**src/rtl/ecc_22_err_monitor_if.sv**
```systemverilog
// ----------------------------------------------------------------------------
// ecc_22_err_monitor_if
// Bus between the 22-bit ECC decode/fault-detect stage (and its software
// control) and the error monitor.
//   decoder side : rd_vld, rd_addr, data_in, sbit_err, dbit_err, ecc_fault
//   control side : err_clr (one-cycle clear pulse)
//   monitor side : data_out, data_vld_out, data_poison, sbit_cnt, dbit_cnt,
//                  fault_cnt, log_vld, log_addr, log_type, log_ovf, irq
// master modport drives the read/clear inputs; slave modport is the monitor.
// ----------------------------------------------------------------------------
interface ecc_22_err_monitor_if #(
    parameter int DATA_WIDTH = 22,
    parameter int ADDR_WIDTH = 8,
    parameter int CNT_WIDTH  = 8
);
    logic                  rd_vld;
    logic [ADDR_WIDTH-1:0] rd_addr;
    logic [DATA_WIDTH-1:0] data_in;
    logic                  sbit_err;
    logic                  dbit_err;
    logic                  ecc_fault;
    logic                  err_clr;
    logic [DATA_WIDTH-1:0] data_out;
    logic                  data_vld_out;
    logic                  data_poison;
    logic [CNT_WIDTH-1:0]  sbit_cnt;
    logic [CNT_WIDTH-1:0]  dbit_cnt;
    logic [CNT_WIDTH-1:0]  fault_cnt;
    logic                  log_vld;
    logic [ADDR_WIDTH-1:0] log_addr;
    logic [1:0]            log_type;
    logic                  log_ovf;
    logic                  irq;

    modport master (
        output rd_vld, rd_addr, data_in, sbit_err, dbit_err, ecc_fault, err_clr,
        input  data_out, data_vld_out, data_poison, sbit_cnt, dbit_cnt, fault_cnt,
               log_vld, log_addr, log_type, log_ovf, irq
    );

    modport slave (
        input  rd_vld, rd_addr, data_in, sbit_err, dbit_err, ecc_fault, err_clr,
        output data_out, data_vld_out, data_poison, sbit_cnt, dbit_cnt, fault_cnt,
               log_vld, log_addr, log_type, log_ovf, irq
    );
endinterface

```
**src/rtl/ecc_22_err_monitor.sv**
```systemverilog
// ----------------------------------------------------------------------------
// ecc_22_err_monitor
// Registered stage after the 22-bit ECC decoder. Forwards corrected data one
// cycle later with a poison tag, keeps saturating sbit/dbit/fault counters,
// logs the address/type of the first error (with overflow flag) and raises a
// sticky level interrupt until err_clr.
// Ports:
//   clk   : rising-edge clock
//   rst_n : asynchronous active-low reset
//   bus   : ecc_22_err_monitor_if.slave (all read, clear and status signals)
// ----------------------------------------------------------------------------
module ecc_22_err_monitor #(
    parameter int DATA_WIDTH = 22,
    parameter int ADDR_WIDTH = 8,
    parameter int CNT_WIDTH  = 8,
    parameter int SBIT_THR   = 16
) (
    input  logic                 clk,
    input  logic                 rst_n,
    ecc_22_err_monitor_if.slave  bus
);
    typedef enum logic [1:0] {
        ST_IDLE   = 2'b00,
        ST_LOGGED = 2'b01,
        ST_OVF    = 2'b10
    } state_t;

    localparam logic [CNT_WIDTH-1:0]  CNT_ZERO   = {CNT_WIDTH{1'b0}};
    localparam logic [CNT_WIDTH-1:0]  CNT_MAX    = {CNT_WIDTH{1'b1}};
    localparam logic [CNT_WIDTH-1:0]  CNT_ONE    = {{(CNT_WIDTH-1){1'b0}}, 1'b1};
    localparam logic [CNT_WIDTH-1:0]  THR        = CNT_WIDTH'(SBIT_THR);
    localparam logic [ADDR_WIDTH-1:0] ADDR_ZERO  = {ADDR_WIDTH{1'b0}};
    localparam logic [1:0]            TYPE_NONE  = 2'b00;
    localparam logic [1:0]            TYPE_SBIT  = 2'b01;
    localparam logic [1:0]            TYPE_DBIT  = 2'b10;
    localparam logic [1:0]            TYPE_FAULT = 2'b11;

    // Saturating increment: holds at all-ones instead of wrapping.
    function automatic logic [CNT_WIDTH-1:0] sat_inc(input logic [CNT_WIDTH-1:0] v);
        logic [CNT_WIDTH-1:0] r;
        if (v == CNT_MAX) r = CNT_MAX;
        else              r = v + CNT_ONE;
        return r;
    endfunction

    state_t                state_r, state_base_s, state_nxt_s;
    logic [DATA_WIDTH-1:0] data_r;
    logic                  data_vld_r, poison_r;
    logic [CNT_WIDTH-1:0]  sbit_cnt_r, dbit_cnt_r, fault_cnt_r;
    logic [CNT_WIDTH-1:0]  sbit_base_s, dbit_base_s, fault_base_s;
    logic [CNT_WIDTH-1:0]  sbit_nxt_s, dbit_nxt_s, fault_nxt_s;
    logic                  log_vld_r, log_ovf_r, irq_r, irq_base_s, irq_nxt_s;
    logic [ADDR_WIDTH-1:0] log_addr_r, log_addr_base_s, log_addr_nxt_s;
    logic [1:0]            log_type_r, log_type_base_s, log_type_nxt_s;
    logic                  fault_evt_s, dbit_evt_s, sbit_evt_s, any_evt_s;
    logic [1:0]            evt_type_s;
    logic                  sbit_cross_s;

    // Event classification of the current read, fault > dbit > sbit.
    always_comb begin
        fault_evt_s = bus.rd_vld & bus.ecc_fault;
        dbit_evt_s  = bus.rd_vld & ~bus.ecc_fault & bus.dbit_err;
        sbit_evt_s  = bus.rd_vld & ~bus.ecc_fault & ~bus.dbit_err & bus.sbit_err;
        any_evt_s   = fault_evt_s | dbit_evt_s | sbit_evt_s;
        if (fault_evt_s)     evt_type_s = TYPE_FAULT;
        else if (dbit_evt_s) evt_type_s = TYPE_DBIT;
        else if (sbit_evt_s) evt_type_s = TYPE_SBIT;
        else                 evt_type_s = TYPE_NONE;
    end

    // Clear is applied before the event: build the post-clear starting state.
    always_comb begin
        state_base_s    = state_r;
        sbit_base_s     = sbit_cnt_r;
        dbit_base_s     = dbit_cnt_r;
        fault_base_s    = fault_cnt_r;
        log_addr_base_s = log_addr_r;
        log_type_base_s = log_type_r;
        irq_base_s      = irq_r;
        if (bus.err_clr) begin
            state_base_s    = ST_IDLE;
            sbit_base_s     = CNT_ZERO;
            dbit_base_s     = CNT_ZERO;
            fault_base_s    = CNT_ZERO;
            log_addr_base_s = ADDR_ZERO;
            log_type_base_s = TYPE_NONE;
            irq_base_s      = 1'b0;
        end else begin
            state_base_s    = state_r;
        end
    end

    // Log FSM next state; the first event of an idle log captures address/type.
    always_comb begin
        state_nxt_s    = state_base_s;
        log_addr_nxt_s = log_addr_base_s;
        log_type_nxt_s = log_type_base_s;
        case (state_base_s)
            ST_IDLE: begin
                if (any_evt_s) begin
                    state_nxt_s    = ST_LOGGED;
                    log_addr_nxt_s = bus.rd_addr;
                    log_type_nxt_s = evt_type_s;
                end else begin
                    state_nxt_s    = ST_IDLE;
                end
            end
            ST_LOGGED: begin
                if (any_evt_s) state_nxt_s = ST_OVF;
                else           state_nxt_s = ST_LOGGED;
            end
            ST_OVF:  state_nxt_s = ST_OVF;
            default: state_nxt_s = ST_IDLE;
        endcase
    end

    // Counter updates and interrupt set conditions.
    always_comb begin
        if (sbit_evt_s)  sbit_nxt_s  = sat_inc(sbit_base_s);
        else             sbit_nxt_s  = sbit_base_s;
        if (dbit_evt_s)  dbit_nxt_s  = sat_inc(dbit_base_s);
        else             dbit_nxt_s  = dbit_base_s;
        if (fault_evt_s) fault_nxt_s = sat_inc(fault_base_s);
        else             fault_nxt_s = fault_base_s;
        // Threshold fires only on the crossing, not while already above it.
        sbit_cross_s = sbit_evt_s & (sbit_nxt_s >= THR) & (sbit_base_s < THR);
        irq_nxt_s    = irq_base_s | fault_evt_s | dbit_evt_s | sbit_cross_s;
    end

    // Log FSM state register.
    always_ff @(posedge clk or negedge rst_n) begin
        if (!rst_n) state_r <= ST_IDLE;
        else        state_r <= state_nxt_s;
    end

    // Data path, counters, log and interrupt registers.
    always_ff @(posedge clk or negedge rst_n) begin
        if (!rst_n) begin
            data_r      <= {DATA_WIDTH{1'b0}};
            data_vld_r  <= 1'b0;
            poison_r    <= 1'b0;
            sbit_cnt_r  <= CNT_ZERO;
            dbit_cnt_r  <= CNT_ZERO;
            fault_cnt_r <= CNT_ZERO;
            log_vld_r   <= 1'b0;
            log_addr_r  <= ADDR_ZERO;
            log_type_r  <= TYPE_NONE;
            log_ovf_r   <= 1'b0;
            irq_r       <= 1'b0;
        end else begin
            if (bus.rd_vld) data_r <= bus.data_in;
            data_vld_r  <= bus.rd_vld;
            poison_r    <= fault_evt_s | dbit_evt_s;
            sbit_cnt_r  <= sbit_nxt_s;
            dbit_cnt_r  <= dbit_nxt_s;
            fault_cnt_r <= fault_nxt_s;
            log_vld_r   <= (state_nxt_s != ST_IDLE);
            log_addr_r  <= log_addr_nxt_s;
            log_type_r  <= log_type_nxt_s;
            log_ovf_r   <= (state_nxt_s == ST_OVF);
            irq_r       <= irq_nxt_s;
        end
    end

    assign bus.data_out     = data_r;
    assign bus.data_vld_out = data_vld_r;
    assign bus.data_poison  = poison_r;
    assign bus.sbit_cnt     = sbit_cnt_r;
    assign bus.dbit_cnt     = dbit_cnt_r;
    assign bus.fault_cnt    = fault_cnt_r;
    assign bus.log_vld      = log_vld_r;
    assign bus.log_addr     = log_addr_r;
    assign bus.log_type     = log_type_r;
    assign bus.log_ovf      = log_ovf_r;
    assign bus.irq          = irq_r;
endmodule
```
**src/flat_wrapper.sv**
```systemverilog
// flat-port wrapper written by rule: the top's interface ports become plain ports
module ecc_22_err_monitor_flat 
#(
    parameter int DATA_WIDTH = 22,
    parameter int ADDR_WIDTH = 8,
    parameter int CNT_WIDTH  = 8,
    parameter int SBIT_THR   = 16
)
  (clk, rst_n, bus_rd_vld, bus_rd_addr, bus_data_in, bus_sbit_err, bus_dbit_err, bus_ecc_fault, bus_err_clr, bus_data_out, bus_data_vld_out, bus_data_poison, bus_sbit_cnt, bus_dbit_cnt, bus_fault_cnt, bus_log_vld, bus_log_addr, bus_log_type, bus_log_ovf, bus_irq);
  ecc_22_err_monitor_if #(.DATA_WIDTH(DATA_WIDTH), .ADDR_WIDTH(ADDR_WIDTH), .CNT_WIDTH(CNT_WIDTH)) bus_i ();
  input  logic clk;
  input  logic rst_n;
  input wire logic [$bits(bus_i.rd_vld)-1:0] bus_rd_vld;
  input wire logic [$bits(bus_i.rd_addr)-1:0] bus_rd_addr;
  input wire logic [$bits(bus_i.data_in)-1:0] bus_data_in;
  input wire logic [$bits(bus_i.sbit_err)-1:0] bus_sbit_err;
  input wire logic [$bits(bus_i.dbit_err)-1:0] bus_dbit_err;
  input wire logic [$bits(bus_i.ecc_fault)-1:0] bus_ecc_fault;
  input wire logic [$bits(bus_i.err_clr)-1:0] bus_err_clr;
  output wire logic [$bits(bus_i.data_out)-1:0] bus_data_out;
  output wire logic [$bits(bus_i.data_vld_out)-1:0] bus_data_vld_out;
  output wire logic [$bits(bus_i.data_poison)-1:0] bus_data_poison;
  output wire logic [$bits(bus_i.sbit_cnt)-1:0] bus_sbit_cnt;
  output wire logic [$bits(bus_i.dbit_cnt)-1:0] bus_dbit_cnt;
  output wire logic [$bits(bus_i.fault_cnt)-1:0] bus_fault_cnt;
  output wire logic [$bits(bus_i.log_vld)-1:0] bus_log_vld;
  output wire logic [$bits(bus_i.log_addr)-1:0] bus_log_addr;
  output wire logic [$bits(bus_i.log_type)-1:0] bus_log_type;
  output wire logic [$bits(bus_i.log_ovf)-1:0] bus_log_ovf;
  output wire logic [$bits(bus_i.irq)-1:0] bus_irq;
  assign bus_i.rd_vld = bus_rd_vld;
  assign bus_i.rd_addr = bus_rd_addr;
  assign bus_i.data_in = bus_data_in;
  assign bus_i.sbit_err = bus_sbit_err;
  assign bus_i.dbit_err = bus_dbit_err;
  assign bus_i.ecc_fault = bus_ecc_fault;
  assign bus_i.err_clr = bus_err_clr;
  assign bus_data_out = bus_i.data_out;
  assign bus_data_vld_out = bus_i.data_vld_out;
  assign bus_data_poison = bus_i.data_poison;
  assign bus_sbit_cnt = bus_i.sbit_cnt;
  assign bus_dbit_cnt = bus_i.dbit_cnt;
  assign bus_fault_cnt = bus_i.fault_cnt;
  assign bus_log_vld = bus_i.log_vld;
  assign bus_log_addr = bus_i.log_addr;
  assign bus_log_type = bus_i.log_type;
  assign bus_log_ovf = bus_i.log_ovf;
  assign bus_irq = bus_i.irq;
  ecc_22_err_monitor #(.DATA_WIDTH(DATA_WIDTH), .ADDR_WIDTH(ADDR_WIDTH), .CNT_WIDTH(CNT_WIDTH), .SBIT_THR(SBIT_THR)) u_core (.clk(clk), .rst_n(rst_n), .bus(bus_i));
endmodule
```
**config.mk**
```make
export PLATFORM = sky130hd
export DESIGN_NAME = ecc_22_err_monitor_flat
export DESIGN_NICKNAME = d
export VERILOG_FILES = /design/src/rtl/ecc_22_err_monitor_if.sv /design/src/rtl/ecc_22_err_monitor.sv /design/src/flat_wrapper.sv
export SDC_FILE = /design/constraint.sdc
export NUM_CORES = 1
export LEC_CHECK = 0
export CORE_MARGIN = 1.5
export CORE_UTILIZATION = 49
export CTS_CLUSTER_SIZE = 24
export DETAILED_ROUTE_END_ITERATION = 10
export GPL_ROUTABILITY_DRIVEN = 0
export GPL_TIMING_DRIVEN = 0
export PLACE_DENSITY_LB_ADDON = 0.12
export SLEW_MARGIN = 15
export SYNTH_ARGS = -nofsm -noshare
export SYNTH_HDL_FRONTEND = slang
export SYNTH_SLANG_ARGS = --single-unit
```
**constraint.sdc**
```tcl
create_clock -name clk -period 3.8 [get_ports clk]
set_clock_uncertainty 0.2 [all_clocks]
set_input_delay 0.76 -clock clk [delete_from_list [all_inputs] [get_ports clk]]
set_output_delay 0.76 -clock clk [all_outputs]
set_load 0.05 [all_outputs]
```
==> impl_metrics.py, run 1 <==
metrics = {
    "critical_path": {
        "cp-end-kind": "flip-flop",
        "worstPathRequired_ps": 3830,
        "crit_type": "input port to flip-flop",
        "crit_arrival_ps": 2960,
        "r2r_start": "u_core.bus.fault_cnt[0]",
        "cp-start-kind": "input port",
        "path_max_fanout": 10,
        "rr_worst_depth": 6,
        "cp-startpoint": "bus_err_clr",
    },
    "sta": {
        "finalSetupTns_ps": 0,
        "rsz0062_at_grt": "false",
        "fmax_mhz": 341,
        "maxSlewViolCount": 0,
        "hold_ws_ps": 113,
        "setup-violations-final": 0,
        "maxSlewHeadroom": 0.633,
        "tightest_slew_ps": 548,
        "finalHoldViolations": 0,
        "finalCriticalPeriod_ps": 2930,
        "timing.final.crit_share": 0.771,
    },
    "power_and_ir_drop": {
        "power.switching_w": 0.000514,
        "p_sw_frac": 0.305,
        "p_int_w": 0.00117,
        "power_density_nw_per_um2": 409,
        "seqPwrFrac": 0.445,
        "power.share.clock": 0.305,
        "p_comb_frac": 0.249,
        "peakVddDrop_v": 0.000251,
        "p_leak_nw": 1.73,
    },
    "global_route": {
        "met1_usage": 0.298,
        "grt_pass1_vias": 2300,
        "top_usage_layer": "met2",
        "grtUsageTotal": 0.225,
        "grt_pass1_wl_mm": 10.9,
        "grt_max_degree": 46,
        "overflow": 0,
        "antenna_found_initial": 0,
        "grt_util_met3": 0.0506,
        "met2_usage": 0.355,
    },
    "floorplanning": {
        "die_w_um": 79.3,
        "start_util": 0.512,
        "io_pins": 98,
        "fp.dieH_um": 79.3,
        "fp.coreArea_um2": 5570,
        "num_rows": 27,
        "dieArea_um2": 6290,
    },
    "detailed_routing": {
        "wl_per_cell_um": 15.1,
        "drc": 0,
        "routed_wl_mm": 6.63,
        "viasPerCell": 5.29,
        "firstDrtPassIters": 5,
        "postRouteAntennaNets": 0,
        "vias": 2324,
        "drt_iter0_markers": 101,
    },
    "finish": {
        "syn_to_final_growth_pct": 44.3,
        "drive_gt1_frac": 0.158,
        "nFillCells": 409,
        "antenna_cells": 0,
        "fin_util": 0.738,
        "nNetsFinal": 402,
        "postLayoutCellArea_um2": 4110,
        "finalNonFillerCells": 439,
    },
    "synth": {
        "synth_edf_count": 0,
        "yosys-top-cells-area": "dfrtp_1, mux2_2, nand3_1, nand2_1, o21ai_0",
        "ys_types": 46,
        "synth.most_common_cell": "dfrtp_1",
        "avgSynthCellArea_um2": 11.2,
        "synth_cells": 254,
        "synthFlopType": "dfrtp_1",
        "seq_area_frac_synth": 0.553,
        "ys_async_sr_fraction": 1.00,
        "syn_area_um2": 2850,
        "synth_area_leader_cell": "dfrtp_1",
        "synth-seq-cells": 63,
        "yosysTopAreaCellShare": 0.553,
        "ys.warnings.count": 0,
        "syn_nets": 293,
        "synth_top_cells_by_count": "dfrtp_1, mux2_2, nand2_1",
    },
    "clock_tree": {
        "cts_buffers": 9,
        "cts_tree": "done",
        "htree_levels": 3,
        "clock-sinks": 63,
        "root_buffer": "clkbuf_8",
        "cts_resized": 0,
        "clock_latency_ps": 320,
        "path_clk_slew_ps": 60,
        "clock_path_buffers": 2,
        "post-cts-setup-buffers": 0,
        "hold_buffers": 0,
    },
    "placement": {
        "hpwlAfterDp_mm": 4.77,
        "place.port_buffers": 97,
        "post_dp_cell_area_um2": 3940,
        "place_inst": 424,
    },
    "run_status": {
        "status": "finished, final reports clean",
    },
    "worst_hold_path": {
        "hp-class": "input port to async pin",
    },
    "run": {
        "maxCapViolCount": 0,
    },
}
==> state kept, by name (all words and copies together) (netlist names) <==
name,cells
u_core.bus.log_ovf,1
u_core.bus.sbit_cnt,8
u_core.bus.fault_cnt,8
u_core.bus.data_vld_out,1
u_core.bus.data_poison,1
u_core.bus.log_addr,8
u_core.bus.dbit_cnt,8
u_core.state_r,2
u_core.bus.irq,1
u_core.bus.log_type,2
u_core.bus.data_out,22
u_core.bus.log_vld,1
==> worst max-delay path, cell delays in order <==
cell	delay, ps
clkdlybuf4s50_1	530
buf_2	240
nor2b_1	210
ha_1	270
nand4_2	150
or4_1	540
buf_2	170
o21ai_0	90
==> layer usage <==
layer	part of all wire	wire, µm	vias to the layer above
li1	-	-	1118
met1	0.45	2960	1102
met2	0.48	3180	100
met3	0.068	450	4
met4	0.0069	46	0
met5	0	0	-
==> layout by cell type, fill, tap and decap left out, drive strengths merged, types with 2 or more instances in the layout <==
cell and count:
inv 12, nand4 3, buf 12, nand2 19, xor2 2, clkbuf 16, nand3 17, a21oi 13
dfrtp 63, a41oi 2, nor2b 7, a31oi 4, ha 2, nor2 12, or4 3, o21ai 17
mux2i 3, nand2b 2, o211ai 2, nand3b 3, mux2 23, clkdlybuf4s50 96, nor3 8, nor4 2
and3b 2, xnor2 4, or2 4
==> logic make-up (layout without fill, tap and decap cells) <==
family | count (synthesis) | count (layout) | share of synthesized area
AND/OR/NAND/NOR | 90 | 90 | 0.190
flip-flops | 63 | 63 | 0.553
AO/OA/AOI/OAI | 43 | 43 | 0.0886
multiplexers | 26 | 26 | 0.101
buffers and inverters | 24 | 137 | 0.0404
XOR/XNOR | 6 | 6 | 0.0184
adder cells (fa/ha/maj) | 2 | 2 | 0.00877
==> cell type report <==
type                    instances  area, µm²  area share
plain buffers                  11       66.3      0.0161
inverters                      13       48.8      0.0119
multi-input cells             167       1160       0.282
well taps                      72       90.1      0.0219
flip-flops and latches         63       1580       0.383
clock buffers                  15        176      0.0429
repair buffers                 98        996       0.242
==> path summary, 6_finish.rpt <==
check,to,slack (ps)
hold reg to reg,u_core.bus.data_out[14],310
min in group clk,u_core.bus.data_out[14],310
max in group asynchronous,u_core.bus.sbit_cnt[0],2780
setup / recovery,u_core.bus.fault_cnt[5],870
hold / removal,u_core.bus.data_out[15],110
setup reg to reg,u_core.bus.fault_cnt[5],1680
==> power by group through the flow <==
| stage | sequential (W) | combinational (W) | clock, W |
|---|---|---|---|
| after global placement | 0.000758 | 0.000414 | 0 |
| after floorplan | 0.000923 | 0.0000846 | 0 |
| final | 0.000750 | 0.000420 | 0.000514 |
| after global routing | 0.000755 | 0.000442 | 0.000562 |
| after detailed placement | 0.000760 | 0.000422 | 0 |
| after CTS | 0.000750 | 0.000424 | 0.000530 |
==> through the flow <==
stage	setup WS, ps	total power (W)
finish	871	0.00168
global route	756	0.00176
CTS	887	0.00170
detailed placement	552	0.00118
global placement	-276	0.00117
floorplan	1370	0.00101
No activity file was read; power rests on OpenSTA's default activity.
==> inputs of run 2 (changes only) <==
- CORE_UTILIZATION: 49 -> 45
- clock period: 3.8 -> 2.92 ns (I/O delays scaled with it)
==> impl_metrics.py, run 2 (synthesis results as in run 1) <==
metrics = {
    "sta": {
        "maxSlewHeadroom": 0.651,
        "finalWorstSetupSlack_ps": 261,
        "finalSetupTns_ps": 0,
        "fmax_mhz": 376,
        "hold_ws_ps": 303,
        "maxSlewViolCount": 0,
        "setup-violations-final": 0,
        "finalHoldViolations": 0,
        "finalCriticalPeriod_ps": 2660,
        "rsz0062_at_grt": "false",
        "timing.final.crit_share": 0.911,
        "tightest_slew_ps": 520,
    },
    "power_and_ir_drop": {
        "p_leak_nw": 1.73,
        "p_sw_frac": 0.312,
        "power.share.clock": 0.299,
        "power.switching_w": 0.000675,
        "p_comb_frac": 0.252,
        "peakVddDrop_v": 0.000348,
        "p_int_w": 0.00149,
        "seqPwrFrac": 0.449,
        "power_density_nw_per_um2": 527,
    },
    "finish": {
        "nNetsFinal": 403,
        "drive_gt1_frac": 0.158,
        "syn_to_final_growth_pct": 44.3,
        "layout_commonest_cell": "clkdlybuf4s50_1",
        "antenna_cells": 0,
        "finalNonFillerCells": 442,
        "largest_reg_flops": 22,
        "postLayoutCellArea_um2": 4120,
        "final_cell_mix": "clkdlybuf4s50_1, dfrtp_1, mux2_2, nand2_1, nand3_1",
    },
    "clock_tree": {
        "post-cts-setup-buffers": 0,
        "path_clk_slew_ps": 60,
        "cts_resized": 0,
        "root_buffer": "clkbuf_8",
        "clock_latency_ps": 340,
        "clock_path_buffers": 2,
        "cts_buffers": 9,
        "clock-sinks": 63,
        "htree_levels": 3,
        "cts_tree": "done",
    },
    "floorplanning": {
        "dieArea_um2": 6820,
        "num_rows": 28,
        "die_w_um": 82.6,
        "fp.dieH_um": 82.6,
        "io_pins": 98,
        "start_util": 0.473,
        "fp.coreArea_um2": 6030,
    },
    "detailed_routing": {
        "drt_iter0_markers": 85,
        "drc": 0,
        "routed_wl_mm": 6.39,
        "viasPerCell": 5.18,
        "firstDrtPassIters": 4,
        "wl_per_cell_um": 14.5,
        "postRouteAntennaNets": 0,
        "vias": 2289,
    },
    "critical_path": {
        "crit_top_cell": "buf_2",
        "crit_type": "input port to flip-flop",
        "r2r_start": "u_core.bus.fault_cnt[0]",
        "slowest_delay_ps": 530,
        "path_max_fanout": 10,
        "worstPathCellList": "clkdlybuf4s50_1 -> buf_2 -> nor2b_1 -> ha_1 -> nand4_2 -> or4_1 -> buf_2 -> o211ai_1",
        "crit_arrival_ps": 2710,
        "cp-startpoint": "bus_err_clr",
        "crit_buf_inv": 3,
        "cp-end-kind": "flip-flop",
        "cp_top_family": "buffers and inverters",
        "cpMaxStageDelayCell": "or4_1",
        "cp-start-kind": "input port",
        "worstPathRequired_ps": 2970,
    },
    "placement": {
        "place.port_buffers": 97,
        "hpwlAfterDp_mm": 4.53,
        "post_dp_cell_area_um2": 3940,
        "place_inst": 427,
        "pre_cts_ws_ps": -82.6,
    },
    "global_route": {
        "grt_pass1_wl_mm": 9.87,
        "antenna_found_initial": 0,
        "grt_max_degree": 62,
        "overflow": 0,
        "grt_pass1_vias": 2145,
        "grtUsageTotal": 0.196,
    },
    "run_status": {
        "status": "finished, final reports clean",
    },
    "worst_hold_path": {
        "min-delay-start": "u_core.bus.data_out[8]",
        "hp-class": "flip-flop to flip-flop",
    },
    "run": {
        "maxCapViolCount": 0,
    },
}
## run 2: changes by cell type in the layout (fill, tap and decap cells not counted), sizes merged
cell / change
clkinv: +1
dlygate4sd3: +1
clkbuf: -2
## run 2: stage by stage
stage                util  power, W
floorplan               -   0.00131
global placement    0.650   0.00152
detailed placement  0.654   0.00154
CTS                 0.683   0.00220
global route        0.683   0.00227
finish              0.683   0.00217
## run 2: routing by layer
| metal | up-vias | global-route usage | part of all wire |
|---|---|---|---|
| met5 | - | 0 | 0 |
| met4 | 0 | 0.0850 | 0.013 |
| met3 | 9 | 0.0637 | 0.091 |
| met2 | 86 | 0.301 | 0.45 |
| met1 | 1078 | 0.252 | 0.45 |
| li1 | 1116 | - | - |
## run 2: worst register-to-register path: stages, from the launching register on
cell and delay [ps]:
dfrtp_1 370, nor2b_1 220, ha_1 250, nand4_2 150, or4_1 530, buf_2 170, o211ai_1 80
## run 2: worst paths after layout
| path | to | slack [ps] | depth (start not counted) |
|---|---|---|---|
| worst max-delay path | u_core.bus.fault_cnt[3] | 260 | 8 |
| worst min-delay path | u_core.bus.data_out[8] | 300 | 1 |
| worst max register to register | u_core.bus.fault_cnt[3] | 880 | 6 |
| worst min register to register | u_core.bus.data_out[8] | 300 | 1 |
| max in group asynchronous | u_core.bus.sbit_cnt[4] | 1650 | 3 |
| min in group asynchronous | u_core.bus.data_out[0] | 380 | 2 |
## run 2: cell type report
type / instances / area (µm²)
buffer: 11 / 66.3
clock buffer: 13 / 159
clock inverter: 1 / 5.00
fill: 469 / 1910
inverter: 13 / 48.8
multi-input combinational: 167 / 1160
sequential: 63 / 1580
tap: 75 / 93.8
timing repair buffer: 99 / 1010
## run 2: power by group through the flow
stage | combinational, W | clock, W | sequential [W]
finish | 0.000545 | 0.000649 | 0.000974
global route | 0.000577 | 0.000707 | 0.000982
CTS | 0.000551 | 0.000673 | 0.000974
detailed placement | 0.000548 | 0 | 0.000988
global placement | 0.000539 | 0 | 0.000985
floorplan | 0.000110 | 0 | 0.00120
## run 2: repair_timing
item / in CTS / in global routing
endpoints found under the setup margin: 0 / 0
hold endpoints to repair: 2 / 0
hold buffers: 1 / 0
==> variant 1, RTL diff (settings of run 2) <==
`DATA_WIDTH` is set to 22 in 3 places; all go to 44.
--- a/src/rtl/ecc_22_err_monitor_if.sv
+++ b/src/rtl/ecc_22_err_monitor_if.sv
@@ -9,7 +9,7 @@
 // master modport drives the read/clear inputs; slave modport is the monitor.
 // ----------------------------------------------------------------------------
 interface ecc_22_err_monitor_if #(
-    parameter int DATA_WIDTH = 22,
+    parameter int DATA_WIDTH = 44,
     parameter int ADDR_WIDTH = 8,
     parameter int CNT_WIDTH  = 8
 );
--- a/src/rtl/ecc_22_err_monitor.sv
+++ b/src/rtl/ecc_22_err_monitor.sv
@@ -10,7 +10,7 @@
 //   bus   : ecc_22_err_monitor_if.slave (all read, clear and status signals)
 // ----------------------------------------------------------------------------
 module ecc_22_err_monitor #(
-    parameter int DATA_WIDTH = 22,
+    parameter int DATA_WIDTH = 44,
     parameter int ADDR_WIDTH = 8,
     parameter int CNT_WIDTH  = 8,
     parameter int SBIT_THR   = 16
--- a/src/flat_wrapper.sv
+++ b/src/flat_wrapper.sv
@@ -1,7 +1,7 @@
 // flat-port wrapper written by rule: the top's interface ports become plain ports
 module ecc_22_err_monitor_flat 
 #(
-    parameter int DATA_WIDTH = 22,
+    parameter int DATA_WIDTH = 44,
     parameter int ADDR_WIDTH = 8,
     parameter int CNT_WIDTH  = 8,
     parameter int SBIT_THR   = 16
Interface: changed (resized bus_data_in and bus_data_out); port bits go from 98 to 142. The function was not compared with the original's and may differ.
==> variant 1 against run 2 <==
Area after synthesis grew 28%; first-iteration DRC count grew 78%; maximum frequency grew 1.6%; wire length grew 29%; sequential cell count grew 22; setup slack gained 0.042 ns; power grew 29%; design area grew 30%; clock power grew 6.8%; critical endpoint is now u_core.bus.dbit_cnt[6]$_DFF_PN0_.
==> variant 1: results <==
set metrics [dict create \
    status "completed" \
    yosys-top-cells-count "dfrtp_1, mux2_2, o21ai_0" \
    drtIter0Drc 151 \
    dp_hpwl_microns 6061 \
    dr.pass1.iters 4 \
    hold_start "u_core.bus.data_out[2]$_DFFE_PN0P_" \
    r2r-end "u_core.bus.dbit_cnt[6]$_DFF_PN0_" \
    synth_cell_types 43 \
    wl_met2_microns 3894 \
    timing.rr.start "u_core.bus.dbit_cnt[0]$_DFF_PN0_" \
    p_leak_nw 2.249 \
    antenna_found_initial 0 \
    grt_max_degree 55 \
    cp.arrival_ns 2.66 \
    nets 513 \
    synthTopCellsByArea "dfrtp_1, mux2_2, o21ai_0, nand3_1, nand2_1" \
    met3_wirelength_microns 552 \
    vias_per_cell 5.095 \
    hold_path_end "u_core.bus.data_out[2]$_DFFE_PN0P_" \
    drv_slew 0 \
    syn-num-nets 360 \
    hold_depth 1 \
    wirelength_microns 8227 \
    tightest_slew_ns 0.5480 \
    place_ws_ns -0.008655 \
    hold_slack_ns 0.3075 \
    clk_pin_slew_ns 0.08 \
    hold_class "reg2reg" \
    grt_pass1_wl_microns 13720 \
    r2r_slack_ns 1.00 \
    largest_reg_flops 44 \
    layout-drive-gt1-share 0.1711 \
    placed_area_sq_um 5197 \
    synth-seq-area-share 0.5838 \
    ir_drop_mv 0.3300 \
    grt_pass1_vias 2787 \
    grt_usage 0.2031 \
    crit_path_max_fanout 10 \
    wl_met1_microns 3683 \
    port_buffers 140 \
]
==> variant 1: cell count changes after synthesis, moves of 4 or more <==
cell     delta
a21oi_1     -4
o21ai_0     +8
mux2_2     +22
dfrtp_1    +22
nor3_1      -5
==> variant 1: layer usage <==
| layer | global-route usage | up-vias |
|---|---|---|
| met2 | 0.3273 | 95 |
| met3 | 0.04390 | 8 |
| met4 | 0.07323 | 0 |
| met1 | 0.2711 | 1371 |
| li1 | - | 1369 |
| met5 | 0 | - |
==> variant 1: area by class of cell <==
cell class	count	area, sq um
buffer	13	76.32
clock buffer	11	131.4
timing repair buffer	142	1436
inverter	12	45.04
fill	598	2402
clock inverter	4	26.28
tap	102	127.6
multi-input combinational	189	1395
sequential	85	2127
==> variant 1: worst max path at each step <==
stage	start	endpoint	slack, ns	depth (start not counted)
final	bus_err_clr	u_core.bus.dbit_cnt[6]$_DFF_PN0_	0.30	8
after global routing	bus_err_clr	u_core.bus.dbit_cnt[6]$_DFF_PN0_	0.11	8
after CTS	bus_err_clr	u_core.bus.dbit_cnt[6]$_DFF_PN0_	0.36	8
after detailed placement	bus_err_clr	u_core.bus.dbit_cnt[6]$_DFF_PN0_	-0.009	8
after global placement	rst_n	u_core.bus.dbit_cnt[5]$_DFF_PN0_	-1.97	1
after floorplan	bus_err_clr	u_core.bus.dbit_cnt[6]$_DFF_PN0_	0.84	7
==> variant 1: per-stage QoR <==
step,total power [mW],instances
floorplan,1.797,299
global placement,2.111,541
detailed placement,2.125,542
CTS,2.829,558
global route,2.925,558
finish,2.790,558
==> variant 1: cells by family after synthesis <==
logic type,synth area share
mux,0.1418
xor+xnor,0.02404
fa+ha+maj,0.006867
buf+inv,0.03331
compound gates,0.07555
flops,0.5838
simple gates,0.1346
==> variant 1: critical path, cell delays in order <==
cell and delay (ns):
clkdlybuf4s50_1 0.58, buf_2 0.28, nor2b_1 0.21, ha_1 0.25
nand4b_1 0.15, nor2_1 0.27, a31oi_1 0.13, a211oi_1 0.22
==> variant 1: timing repair <==
action / in CTS / in global routing
hold buffers: 1 / 0
resized for setup: 0 / 0
hold endpoints to repair: 31 / 0
==> variant 1: report_power, final <==
part	switching (mW)	internal (mW)	total, mW	leakage [nW]
Clock	0.390	0.304	0.693	0.0792
Sequential	0.0522	1.27	1.32	1.06
Combinational	0.473	0.303	0.776	1.11
==> variant 2, RTL diff (config.mk and constraints of run 2) <==
Made on the original files. Encoding of `state_t`: now one-hot (3 bits for 3 states).
--- a/src/rtl/ecc_22_err_monitor.sv
+++ b/src/rtl/ecc_22_err_monitor.sv
@@ -19,10 +19,10 @@
     input  logic                 rst_n,
     ecc_22_err_monitor_if.slave  bus
 );
-    typedef enum logic [1:0] {
-        ST_IDLE   = 2'b00,
-        ST_LOGGED = 2'b01,
-        ST_OVF    = 2'b10
+    typedef enum logic [2:0] {
+        ST_IDLE   = 3'b001,
+        ST_LOGGED = 3'b010,
+        ST_OVF    = 3'b100
     } state_t;
 
     localparam logic [CNT_WIDTH-1:0]  CNT_ZERO   = {CNT_WIDTH{1'b0}};
Formal check against the unedited RTL: same outputs for any inputs over 10 cycles, from zero or initial values and one cycle with rst_n low; not proved beyond that.
==> variant 2 against run 2 <==
Register-to-register slack gained 0.23 ns; wire length grew 2.1%; power grew 13%; via count grew 0.17%; sequential cell count grew 1; area after synthesis grew 2.0%; final cell count shrank 0.23%; critical path depth shrank 7; synthesized cell count shrank 1.6%; design area grew 3.2%; setup slack gained 0.22 ns; clock power grew 46%; non-clock buffer count is the same; critical endpoint is now bus_sbit_cnt[7]; highest routed layer unchanged.
==> variant 2: results <==
set metrics [dict create \
    post-route-min-period_ns 2.438 \
    dp_hpwl_microns 4696 \
    yosys-top-cells-count "dfrtp_1, mux2_2, nand2_1" \
    post-route-util 0.6728 \
    vias_per_cell 5.200 \
    syn-num-nets 289 \
    ir_drop_mv 0.3653 \
    hold_start "u_core.bus.data_out[3]$_DFFE_PN0P_" \
    clk_pin_slew_ns 0.07 \
    slowest_delay_ns 0.85 \
    hold_path_end "u_core.bus.data_out[3]$_DFFE_PN0P_" \
    r2r-end "u_core.bus.fault_cnt[5]$_DFF_PN0_" \
    crit_path_max_fanout 7 \
    critPathSlowestCell "clkdlybuf4s50_1" \
    layout-drive-gt1-share 0.1566 \
    synthTopCellsByArea "dfrtp_1, mux2_2, nand3b_1, nand2_1, xnor2_1" \
    placed_area_sq_um 3984 \
    critPathLaunch "u_core.bus.sbit_cnt[7]$_DFF_PN0_" \
    clk_path_buf_depth 2 \
    fin_cells 441 \
    endpoint "bus_sbit_cnt[7]" \
    start_util 0.4608 \
    grt_pass1_vias 2434 \
    status "completed" \
    avgSynthCellArea_sq_um 11.64 \
    post-place-cells 424 \
    grt_pass1_wl_microns 11550 \
    nFillCells 512 \
    synth_cell_types 48 \
    drtIter0Drc 75 \
    max_slew_margin 0.6203 \
    grt_max_degree 42 \
    synth-seq-area-share 0.5510 \
    hold_slack_ns 0.3064 \
    r2r_slack_ns 1.11 \
    nets 398 \
    p_leak_nw 1.840 \
    cp.arrival_ns 1.65 \
    place_ws_ns 0.4455 \
    grt_usage 0.2088 \
    port_buffers 96 \
]
variant 2: cell count changes in the layout (fill, tap and decap cells not counted), sizes merged, moves of 4 or more:
cell | run 2 | this run
nor2 | 12 | 6
or2 | 4 | 0
nand3b | 3 | 11
nand3 | 17 | 4
a211oi | 1 | 5
nor3 | 8 | 3
nand4 | 3 | 7
nand2b | 2 | 7
a21oi | 13 | 1
variant 2: area by class of cell:
class,instances,area [sq um],area share
well taps,77,96.34,0.02268
clock buffers,11,151.4,0.03564
multi-input cells,162,1190,0.2801
repair buffers,98,988.4,0.2327
plain buffers,12,71.32,0.01679
flip-flops and latches,64,1603,0.3773
clock inverters,5,102.6,0.02415
inverters,12,45.04,0.01060
variant 2: cells by family after synthesis:
kind of cell	Yosys count	synth area share
AOI/OAI and AO/OA	39	0.08645
xor gates and xnor gates	12	0.03613
adders and majority gates	2	0.008601
buffers and inverters	24	0.04000
DFF	64	0.5510
muxes	27	0.1024
and+or+nand+nor	82	0.1755
variant 2: power by group:
part / switching, mW / leakage [nW] / internal [mW] / total [mW]
sequential: 0.0368 / 0.817 / 0.949 / 0.986
clock: 0.334 / 0.126 / 0.612 / 0.946
combinational: 0.319 / 0.898 / 0.204 / 0.523
total: 0.690 / 1.84 / 1.77 / 2.46
variant 2: worst reg2reg max path, delay by kind of cell, from the launching register on:
family	cells	cell delay, ns
AO/OA/AOI/OAI	1	0.12
AND/OR/NAND/NOR	4	0.81
adder cells (fa/ha/maj)	1	0.24
flip-flops	1	0.36
variant 2: per-layer routing:
metal	track usage	wire, microns	up-vias	part of all wire
li1	-	-	1107	-
met2	0.3525	3303	53	0.51
met4	0.06818	68	0	0.010
met3	0.05865	338	5	0.052
met5	0	0	-	0
met1	0.2592	2816	1128	0.43
